$ cat src/rtl/tcm_data_arbiter.sv
// Two-master OBI-style arbiter in front of a single-port data TCM: combinational grant,
// one-cycle read latency, round-robin with core-priority override, saturating conflict counter.
module tcm_data_arbiter #(
  parameter int MEM_AW = 12,
  parameter int CNT_W  = 16
) (
  input  logic              clk_i,
  input  logic              rst_i,

  input  logic              m0_req_i,
  output logic              m0_gnt_o,
  output logic              m0_rvalid_o,
  input  logic              m0_we_i,
  input  logic [3:0]        m0_be_i,
  input  logic [31:0]       m0_addr_i,
  input  logic [31:0]       m0_wdata_i,
  output logic [31:0]       m0_rdata_o,

  input  logic              m1_req_i,
  output logic              m1_gnt_o,
  output logic              m1_rvalid_o,
  input  logic              m1_we_i,
  input  logic [3:0]        m1_be_i,
  input  logic [31:0]       m1_addr_i,
  input  logic [31:0]       m1_wdata_i,
  output logic [31:0]       m1_rdata_o,

  input  logic              prio_core_i,

  output logic              mem_req_o,
  output logic              mem_we_o,
  output logic [3:0]        mem_be_o,
  output logic [MEM_AW-1:0] mem_addr_o,
  output logic [31:0]       mem_wdata_o,
  input  logic [31:0]       mem_rdata_i,

  input  logic              cnt_clr_i,
  output logic [CNT_W-1:0]  conflict_cnt_o
);

  logic             last_grant;
  logic             rvalid0_q;
  logic             rvalid1_q;
  logic [CNT_W-1:0] cnt_q;
  logic             conflict;

  assign conflict = m0_req_i & m1_req_i;

  // last_grant holds the index of the most recently granted master; the other one wins a tie.
  assign m0_gnt_o = m0_req_i & (~m1_req_i | prio_core_i | last_grant);
  assign m1_gnt_o = m1_req_i & ~m0_gnt_o;

  always_comb begin
    mem_req_o   = m0_gnt_o | m1_gnt_o;
    mem_we_o    = 1'b0;
    mem_be_o    = '0;
    mem_addr_o  = '0;
    mem_wdata_o = '0;
    if (m0_gnt_o) begin
      mem_we_o    = m0_we_i;
      mem_be_o    = m0_be_i;
      mem_addr_o  = m0_addr_i[MEM_AW+1:2];
      mem_wdata_o = m0_wdata_i;
    end else if (m1_gnt_o) begin
      mem_we_o    = m1_we_i;
      mem_be_o    = m1_be_i;
      mem_addr_o  = m1_addr_i[MEM_AW+1:2];
      mem_wdata_o = m1_wdata_i;
    end
  end

  // Address decode is done upstream, so the byte offset and upper bits are intentionally dropped.
  logic unused_addr_bits;
  assign unused_addr_bits = ^{m0_addr_i[31:MEM_AW+2], m0_addr_i[1:0],
                              m1_addr_i[31:MEM_AW+2], m1_addr_i[1:0]};

  always_ff @(posedge clk_i or posedge rst_i) begin
    if (rst_i) begin
      last_grant <= 1'b1;
      rvalid0_q  <= 1'b0;
      rvalid1_q  <= 1'b0;
    end else begin
      rvalid0_q <= m0_gnt_o;
      rvalid1_q <= m1_gnt_o;
      if (m0_gnt_o) begin
        last_grant <= 1'b0;
      end else if (m1_gnt_o) begin
        last_grant <= 1'b1;
      end
    end
  end

  always_ff @(posedge clk_i or posedge rst_i) begin
    if (rst_i) begin
      cnt_q <= '0;
    end else if (cnt_clr_i) begin
      cnt_q <= '0;
    end else if (conflict && (cnt_q != {CNT_W{1'b1}})) begin
      cnt_q <= cnt_q + 1'b1;
    end
  end

  assign m0_rvalid_o    = rvalid0_q;
  assign m1_rvalid_o    = rvalid1_q;
  assign m0_rdata_o     = rvalid0_q ? mem_rdata_i : '0;
  assign m1_rdata_o     = rvalid1_q ? mem_rdata_i : '0;
  assign conflict_cnt_o = cnt_q;

  a_one_gnt : assert property (@(posedge clk_i) disable iff (rst_i) !(m0_gnt_o && m1_gnt_o));
  a_one_rvalid : assert property (@(posedge clk_i) disable iff (rst_i) !(m0_rvalid_o && m1_rvalid_o));

endmodule

$ cat config.mk
export PLATFORM = sky130hd
export DESIGN_NAME = tcm_data_arbiter
export DESIGN_NICKNAME = d
export VERILOG_FILES = /design/src/rtl/tcm_data_arbiter.sv
export SDC_FILE = /design/constraint.sdc
export NUM_CORES = 1
export LEC_CHECK = 0
export CAP_MARGIN = 20
export CORE_AREA = 2 2 119 121
export DETAILED_ROUTE_END_ITERATION = 16
export DIE_AREA = 0 0 121 123
export HOLD_SLACK_MARGIN = 0.02
export SLEW_MARGIN = 25
export SYNTH_ARGS = -nofsm -noshare
export SYNTH_HDL_FRONTEND = slang
export SYNTH_SLANG_ARGS = --single-unit
export TNS_END_PERCENT = 1
$ cat constraint.sdc
create_clock -name clk_i -period 2.65 [get_ports clk_i]
set_clock_uncertainty 0.2 [all_clocks]
set_input_delay 0.265 -clock clk_i [delete_from_list [all_inputs] [get_ports clk_i]]
set_output_delay 0.265 -clock clk_i [all_outputs]
set_load 0.1 [all_outputs]
==> results summary, run 1 <==
The flow ran to the end, and the final reports show no timing, DRC or antenna violations. For this run, global-route usage on met3 was measured as 0.04566. The number of pins exceeding their max-slew limit in the final report was 0.

The warning count from the yosys run came out at 0. The count of placed standard cells in the final layout, fillers left out is 782. The total via count in the routed design came out at 3404. The number of antenna diodes in the final layout is 0. After detailed routing, the number of remaining DRC violations is 0. The number of maximum-capacitance constraint violations is 0.

The first routing iteration left 78 violations. In the routed layout, each cell is associated on average with a via count of 4.353. The region available for standard cell placement spans 13610 sq um. The overall routed net length came out at 10.97 mm. In this run the critical register-to-register path is captured at conflict_cnt_o[2]$_DFFE_PP0P_. In this run the tightest slew margin relative to its limit is 0.4659. In this run the worst setup path terminates at mem_addr_o[8].

The tree is rooted in a sky130_fd_sc_hd__clkbuf_16. Counting every sink on the clock net gives 19. The fill cell total of the finished layout is 1377. The total standard cell area after synthesis is 2213 sq um. The total negative slack for setup checks came out at 0 ns. The initial antenna violation count was 0. The mean routed wirelength per cell came out at 14.03 um. The first global-routing pass estimated 16.34 mm of wire. The worst hold path belongs to the class input port to flip-flop. Detailed placement finished with a half-perimeter wire length of 9.325 mm. The deepest clock path buffer count is 2.

At the pin with the least slew margin, the transition time is 0.8002 ns. TritonCTS built the clock tree. The switching part of the total power came out at 0.5365. The number of global-route vias before repair is 3336. The internal portion of total power is 1127 uW. The register share of total power is 0.126. The die width is 121 um. The critical path arrival is 1.79 ns. The critical path starts at prio_core_i. The worst setup path is captured at an output port.

The global routing met2 resource utilization is 0.2707. The height of the die came out at 123 um. The worst register-to-register path begins at conflict_cnt_o[0]$_DFFE_PP0P_. The cell count after synthesis came out at 346.

The part of the power in the clock network came out at 0.133. In this run, post-CTS hold repair placed 0 buffers. The area growth from synthesis to layout came out at 163.6%. The first-pass iteration count of the detailed router came out at 4. The layer flagged by global routing as most heavily used is met2. The global placer's final weighted congestion is 0.8294.

The count of state elements after synthesis is 19. The required time of the worst setup path came out at 2.18 ns. For this design the total switching power over the nets is 1305 uW.

The total of endpoints with negative setup slack in the final report is 0. The number of hold-slack violations in the final timing report is 0. The floorplan step defined a die boundary enclosing 14880 sq um.

The number of nets produced by synthesis is 523. For the finished layout, the period the worst path requires is 2.259 ns. The clock transition at the register clock pins on the worst setup and hold paths after CTS is 0.06 ns. The total overflow left after global routing is 0. The number of routed nets with antenna violations came out at 0. The share of the core filled with cells is 0.4286. The worst setup slack for register-to-register paths came out at 0.39 ns. The global-route track usage on met1 is 0.1321. The leakage power came out at 0.002629 uW. The count of H-tree levels built during CTS came out at 1.

Entering global routing, the biggest net connects 34 pins. For this configuration, the core starts out at a cell density of 0.1626. The portion of the clock cycle consumed by the worst path in the final layout is 0.8525. The logic depth of the worst register-to-register path is 5. VDD sags by at most 193.7 uV. The final-stage net count came out at 780. During I/O placement, the number of pins put on the boundary was 310.

The number of gates given a new drive strength after cts came out at 0. Setup repair after global routing left no endpoint under its margin. The share of power burned in combinational logic is 0.741.

The number of clock buffers added by TritonCTS is 3. The total track usage is 0.1346. Of the cells placed in the final design, the portion with a size suffix greater than 1 is 0.2691. The fmax is 442.7 MHz.

At the later pin of the worst-skew pair, clock insertion delay measures 0.25 ns. The startpoint class of the critical path is an input port. The post-synthesis average cell area came out at 6.397 sq um. The count of distinct cell types in the synthesized netlist came out at 36. The sequential share of the synthesized area came out at 0.2154. Dividing total power by cell area gives a power density of 416.9 nW/um^2.

The number of buffer cells added on primary ports came out at 269. The worst setup path is of the input port to output port kind. The number of placed instances, taps included, is 778. The highest net fanout along the worst path came out at 32. The number of setup buffers added after CTS is 0. The site row count is 43.
[placed cells by master, fill, tap and decap left out, types with 2 or more instances in the layout]
| cell | count |
|---|---|
| sky130_fd_sc_hd__nand2_1 | 103 |
| sky130_fd_sc_hd__mux2_1 | 3 |
| sky130_fd_sc_hd__o21ai_1 | 3 |
| sky130_fd_sc_hd__nand3_1 | 55 |
| sky130_fd_sc_hd__or4_1 | 10 |
| sky130_fd_sc_hd__and2_1 | 68 |
| sky130_fd_sc_hd__nand3_2 | 2 |
| sky130_fd_sc_hd__clkdlybuf4s50_1 | 134 |
| sky130_fd_sc_hd__buf_12 | 80 |
| sky130_fd_sc_hd__buf_4 | 65 |
| sky130_fd_sc_hd__nor2_1 | 5 |
| sky130_fd_sc_hd__inv_2 | 2 |
| sky130_fd_sc_hd__a21oi_1 | 13 |
| sky130_fd_sc_hd__nand4_1 | 5 |
| sky130_fd_sc_hd__nor2b_1 | 3 |
| sky130_fd_sc_hd__or3_1 | 2 |
| sky130_fd_sc_hd__o31ai_1 | 9 |
| sky130_fd_sc_hd__clkbuf_16 | 3 |
| sky130_fd_sc_hd__dfrtp_1 | 18 |
[routing by layer]
metal  vias to the layer above  routed length, um
met3                         7               1291
li1                       1676                  -
met1                      1528               3827
met5                         -                  0
met4                         0                114
met2                       193               5736
[through the flow]
| stage | setup WS [ns] | total power, uW | hold slack [ns] | cell area [sq um] |
|---|---|---|---|---|
| global route | 0.2945 | 2514 | 0.1794 | 5834 |
| detailed placement | 0.3725 | 2124 | 0.3121 | 5752 |
| CTS | 0.3707 | 2459 | 0.1700 | 5834 |
| finish | 0.3909 | 2432 | 0.1635 | 5834 |
| floorplan | -0.1544 | 1386 | 0.01539 | 2217 |
| global placement | 0.4079 | 2114 | 0.3105 | 5752 |
[cell usage after synthesis (all sizes together)]
cell type    number  area (sq um)
nor4              2         27.53
nor2              6         22.52
o31ai            10         80.07
nand4             6         52.55
nor2b             3         18.77
nor3              1         5.000
nor4b             1         8.760
dfrtp            18         450.4
or3               2         12.51
or4              10         75.07
o41ai             1         8.760
and3              1         6.260
dfstp             1         26.28
mux2              3         33.78
a21oi            13         65.06
nand3            57         295.3
dlygate4sd1       1         8.760
buf               7         50.05
nand4b            1         8.760
ha                1         12.51
clkbuf           20         75.07
or2               2         15.02
and2             69         432.9
inv               3         11.26
o21ai             3         15.01
nand2           103         386.6
and4              1         8.760
[flip-flops by register name, indices dropped and copies added, names as in the netlist]
signal          cells
last_grant          1
m0_rvalid_o         1
m1_rvalid_o         1
conflict_cnt_o     16
[layout make-up]
class                   instances  area (sq um)  area share
repair buffers                280          3436      0.5889
multi-input cells             296          1603      0.2747
flip-flops and latches         19         476.7     0.08171
well taps                     180         225.2     0.03860
clock buffers                   3         75.07     0.01287
inverters                       3         11.26    0.001930
clock inverters                 1         7.507    0.001287
[cell families after synthesis]
group / Yosys count / share of synthesized area
and+or+nand+nor: 265 / 0.6218
DFF: 19 / 0.2154
adders and majority gates: 1 / 0.005652
AOI/OAI and AO/OA: 27 / 0.07631
buffers and inverters: 31 / 0.06557
muxes: 3 / 0.01526
[power by group through the flow]
stage               Clock [uW]  Combinational (uW)  Sequential [uW]
floorplan                    0                1050              331
global placement             0                1800              312
detailed placement           0                1810              312
CTS                        338                1810              307
global route               348                1860              308
finish                     324                1800              307
[worst max-delay path, stage by stage]
cell and delay (ns):
sky130_fd_sc_hd__clkdlybuf4s50_1 0.44, sky130_fd_sc_hd__o31ai_4 0.26, sky130_fd_sc_hd__buf_4 0.36, sky130_fd_sc_hd__nand3_1 0.12
sky130_fd_sc_hd__nand2_1 0.14, sky130_fd_sc_hd__buf_12 0.18
[worst min path at each step]
stage | from | to | slack, ns | depth (start not counted)
after detailed placement | last_grant$_DFFE_PP1P_ | last_grant$_DFFE_PP1P_ | 0.31 | 2
final | m1_req_i | m1_rvalid_o$_DFF_PP0_ | 0.16 | 3
after global placement | last_grant$_DFFE_PP1P_ | last_grant$_DFFE_PP1P_ | 0.31 | 2
after global routing | m1_req_i | m1_rvalid_o$_DFF_PP0_ | 0.18 | 3
after CTS | m1_req_i | m1_rvalid_o$_DFF_PP0_ | 0.17 | 3
after floorplan | rst_i | conflict_cnt_o[0]$_DFFE_PP0P_ | 0.02 | 1
Note: power is estimated with default switching activity, not from simulation.
==> run 2, diff against run 1 <==
--- a/config.mk
+++ b/config.mk
@@ -9,6 +9,7 @@
 export CORE_AREA = 2 2 119 121
 export DETAILED_ROUTE_END_ITERATION = 16
 export DIE_AREA = 0 0 121 123
+export GPL_ROUTABILITY_DRIVEN = 0
 export HOLD_SLACK_MARGIN = 0.02
 export SLEW_MARGIN = 25
 export SYNTH_ARGS = -nofsm -noshare
==> results of run 2 <==
Final layout, timing and power as in run 1 (identical DEF).
==> run 3, diff against run 2 <==
--- a/config.mk
+++ b/config.mk
@@ -5,6 +5,7 @@
 export SDC_FILE = /design/constraint.sdc
 export NUM_CORES = 1
 export LEC_CHECK = 0
+export ABC_AREA = 1
 export CAP_MARGIN = 20
 export CORE_AREA = 2 2 119 121
 export DETAILED_ROUTE_END_ITERATION = 16
==> results summary, run 3 <==
The total track usage came out at 0.1415 (+0.006915). The count of state elements after synthesis came out at 19 (unchanged). The cell count after placement is 792 (+1.8%). The height of the die was 123 um (unchanged). The worst setup slack for register-to-register paths is 0.69 ns (+0.30 ns). The cell count after synthesis came out at 356 (+2.9%). The share of post-route cells with drive strength above 1 is 0.2532 (-0.01586). The warning count from the yosys run is 0 (unchanged). The share of power burned in combinational logic was 0.761 (+0.020). The total inserted antenna cells is 0 (unchanged). The final-stage net count came to 794 (+1.8%). The tightest min-delay check is of the input port to async pin type. The number of design rule violations left after detail routing is 0 (unchanged). The latest clock arrival within the worst-skew pair is 0.25 ns (about the same).

In this run the clock root is driven by a sky130_fd_sc_hd__clkbuf_16. The maximum number of pins on one net before global-route repair is 50 (+47%). The fraction of synthesized cell area taken by the top area cell type came to 0.2220 (+0.01852). By area the synthesized netlist is led by sky130_fd_sc_hd__nand2_1 (22%), sky130_fd_sc_hd__dfrtp_1 (21%), sky130_fd_sc_hd__a22o_1 (20%). The CTS sink count came out at 19 (unchanged). After synthesis, the largest family of logic cells by area is simple AND/OR/NAND/NOR gates. The library cell used most frequently in the layout, excluding fill and tap cells, is sky130_fd_sc_hd__clkdlybuf4s50_1. The number of hold-slack violations in the final timing report is 0 (unchanged).

By count the netlist is led by sky130_fd_sc_hd__nand2_1 (125), sky130_fd_sc_hd__inv_1 (78), sky130_fd_sc_hd__a22o_1 (49), sky130_fd_sc_hd__nor2_1 (20), sky130_fd_sc_hd__dfrtp_1 (18). The die area came to 14880 sq um (unchanged). The HPWL after detailed placement is 10.22 mm (+9.6%). The total of endpoints with negative setup slack in the final report came out at 0 (unchanged). The compound-gate portion of the synthesized area is 0.2279 (+0.1516). The highest net fanout along the worst path is 49 (+53%).

The switching power of the nets came out at 1311 uW (+0.44%). In the post-synthesis netlist, the cell with the most instances is sky130_fd_sc_hd__nand2_1. The source of the worst register-to-register timing path is conflict_cnt_o[1]$_DFFE_PP0P_.

The first-pass iteration count of the detailed router came out at 8 (+4). The actual slew at the worst max-slew pin is 0.7128 ns (-0.08744 ns). The number of buffer cells added on primary ports came to 269 (unchanged). The category of the critical setup timing path is input port to output port. The critical path arrival came out at 1.97 ns (+0.18 ns). The endpoint of the lowest-slack register-to-register path is conflict_cnt_o[11]$_DFFE_PP0P_. The worst setup path is launched from an input port. The switching part of the total power is 0.5188 (-0.01768). The core footprint is 13610 sq um (unchanged).

The violation count after the first detailed-routing iteration came out at 147 (+88%). The number of flip-flops under the largest register name came out at 16 (unchanged). The adder-cell area share of the yosys netlist was 0.005921 (+0.0002678). The worst IR drop on VDD came out at 175.3 uV (-9.5%).

The average vias per placed instance is 4.099 (-5.8%). The total power density per cell area is 406.0 nW/um^2 (-2.6%). The number of enable-type register cells in the synthesized netlist came to 0 (unchanged). The sequential share of the synthesized area was 0.2256 (+0.01020).

The count of distinct cell types in the synthesized netlist came out at 25 (-31%). The library cells used most frequently in the layout, excluding fill and tap cells, are sky130_fd_sc_hd__clkdlybuf4s50_1 (135), sky130_fd_sc_hd__nand2_1 (125), sky130_fd_sc_hd__buf_12 (119), sky130_fd_sc_hd__inv_1 (78), sky130_fd_sc_hd__a22o_1 (49). The part of the power in the clock network is 0.120 (-0.013). The fraction of registers with async set/reset was 1.000 (unchanged). The logic depth of the worst register-to-register path is 9 (+4). The site row count is 43 (unchanged).

The internal portion of total power is 1216 uW (+7.8%). The number of top-level design ports was 310 (unchanged). The deepest clock path buffer count is 2 (unchanged). The number of pins exceeding their max-slew limit in the final report is 0 (unchanged). The simple logic cell fraction of the synthesized area is 0.3351 (-0.2867).

The post-layout total power came out at 2526 uW (+3.9%). The share of cell area taken by muxes after synthesis was 0 (-0.01526). The post-synthesis average cell area is 5.936 sq um (-7.2%). The count of H-tree levels built during CTS is 1 (unchanged). The clock transition at the register clock pins on the worst setup and hold paths after CTS was 0.05 ns (about the same). The initial antenna violation count is 0 (unchanged). The overall routed net length is 11.77 mm (+7.3%). The number of hold buffers added after cts came to 0 (unchanged). The area growth from synthesis to layout came out at 194.4%.

Among all flip-flop cells after synthesis, the most frequent one is sky130_fd_sc_hd__dfrtp_1. The mean routed wirelength per cell came out at 14.78 um (+5.4%). The total negative slack for setup checks came out at 0 ns (unchanged). The number of nets produced by synthesis is 533 (+1.9%). Setup repair after global routing left no endpoint under its margin. The starting density of the core was 0.1553 (-0.007354). The leakage power came out at 0.003117 uW (+19%). The portion of the clock cycle consumed by the worst path in the final layout is 0.9184 (+0.06585). The type of element capturing the critical path is an output port. The total standard cell area after synthesis was 2113 sq um (-4.5%). The fmax came to 410.9 MHz (-7.2%). The fraction of synthesized cell area in xor and xnor cells is 0.01658 (+0.01658). The post-CTS repair timing setup buffer count came to 0 (unchanged).

The number of global-route vias before repair came to 3112 (-6.7%). The die width came out at 121 um (unchanged). TritonCTS built the clock tree.

The number of buffers created by CTS is 3 (unchanged). The count of placed standard cells in the final layout, fillers left out was 796 (+1.8%). The cell type with the largest total area after synthesis is sky130_fd_sc_hd__nand2_1. The max-slew headroom at the worst pin came out at 0.5243 (+0.05836).

The first-pass GRT wire length was 16.77 mm (+2.7%). The final period demand of the worst path was 2.434 ns (+0.1745 ns). The number of gates given a new drive strength after cts came out at 0 (unchanged).

The total global routing overflow is 0 (unchanged). The number of routed nets with antenna violations is 0 (unchanged). The number of maximum-capacitance constraint violations came out at 0 (unchanged). The register share of total power came out at 0.119 (-0.007). The required time of the worst setup path came to 2.18 ns (about the same). The total via count in the routed design came out at 3263 (-4.1%). The flow ran to the end, and the final reports show no timing, DRC or antenna violations.
==> run 3: worst max-delay path, stage by stage <==
cell and delay [ns]:
sky130_fd_sc_hd__clkdlybuf4s50_1 0.52, sky130_fd_sc_hd__inv_2 0.06, sky130_fd_sc_hd__nor2_1 0.08, sky130_fd_sc_hd__nand2_1 0.05, sky130_fd_sc_hd__nand2_1 0.10, sky130_fd_sc_hd__nand2_1 0.08
sky130_fd_sc_hd__inv_2 0.09, sky130_fd_sc_hd__buf_12 0.23, sky130_fd_sc_hd__a22o_1 0.25, sky130_fd_sc_hd__buf_12 0.19
==> run 3: stage by stage <==
stage	util	instance area [sq um]	setup slack (ns)	hold slack, ns
after floorplan	-	2115	0.02308	0.01539
after global placement	0.4513	6143	0.2304	0.2662
after detailed placement	0.4513	6143	0.2127	0.2696
after CTS	0.4571	6222	0.2097	0.2775
after global routing	0.4571	6222	0.06917	0.2948
final	0.4571	6222	0.2164	0.2500
==> run 3: area by class of cell <==
cell class	instances	area (sq um)
Clock buffer	4	78.83
Fill cell	1269	7390
Inverter	83	312.8
Multi-Input combinational cell	235	1237
Sequential cell	19	476.7
Tap cell	180	225.2
Timing Repair Buffer	275	3891
==> run 3: power by group through the flow <==
stage                     Sequential [uW]  Combinational (uW)  Clock [uW]
after floorplan                       333                1060           0
after global placement                304                1920           0
after detailed placement              304                1930           0
after CTS                             299                1940         312
after global routing                  300                1980         329
final                                 300                1920         304
==> run 3: worst max path at each step <==
stage,start,endpoint,slack [ns],depth (start not counted)
after floorplan,last_grant$_DFFE_PP1P_,mem_wdata_o[23],0.02,6
after global placement,m1_req_i,mem_wdata_o[22],0.23,10
after detailed placement,m1_req_i,mem_wdata_o[18],0.21,10
after CTS,m1_req_i,mem_wdata_o[18],0.21,10
after global routing,m1_req_i,mem_wdata_o[18],0.07,10
final,m1_req_i,mem_wdata_o[18],0.22,10
==> run 3: per-layer routing <==
| metal | vias to the layer above | global-route usage | wire [um] |
|---|---|---|---|
| met5 | - | 0 | 0 |
| met4 | 0 | 0.01744 | 108 |
| met3 | 6 | 0.04151 | 1141 |
| met2 | 160 | 0.2644 | 6229 |
| met1 | 1467 | 0.1635 | 4288 |
| li1 | 1630 | - | - |
==> run 3: cell families (layout without fill, tap and decap cells) <==
logic type / count (synthesis) / after routing
simple gates: 172 / 172
buf+inv: 102 / 362
compound gates: 58 / 58
flops: 19 / 19
xor+xnor: 4 / 4
fa+ha+maj: 1 / 1
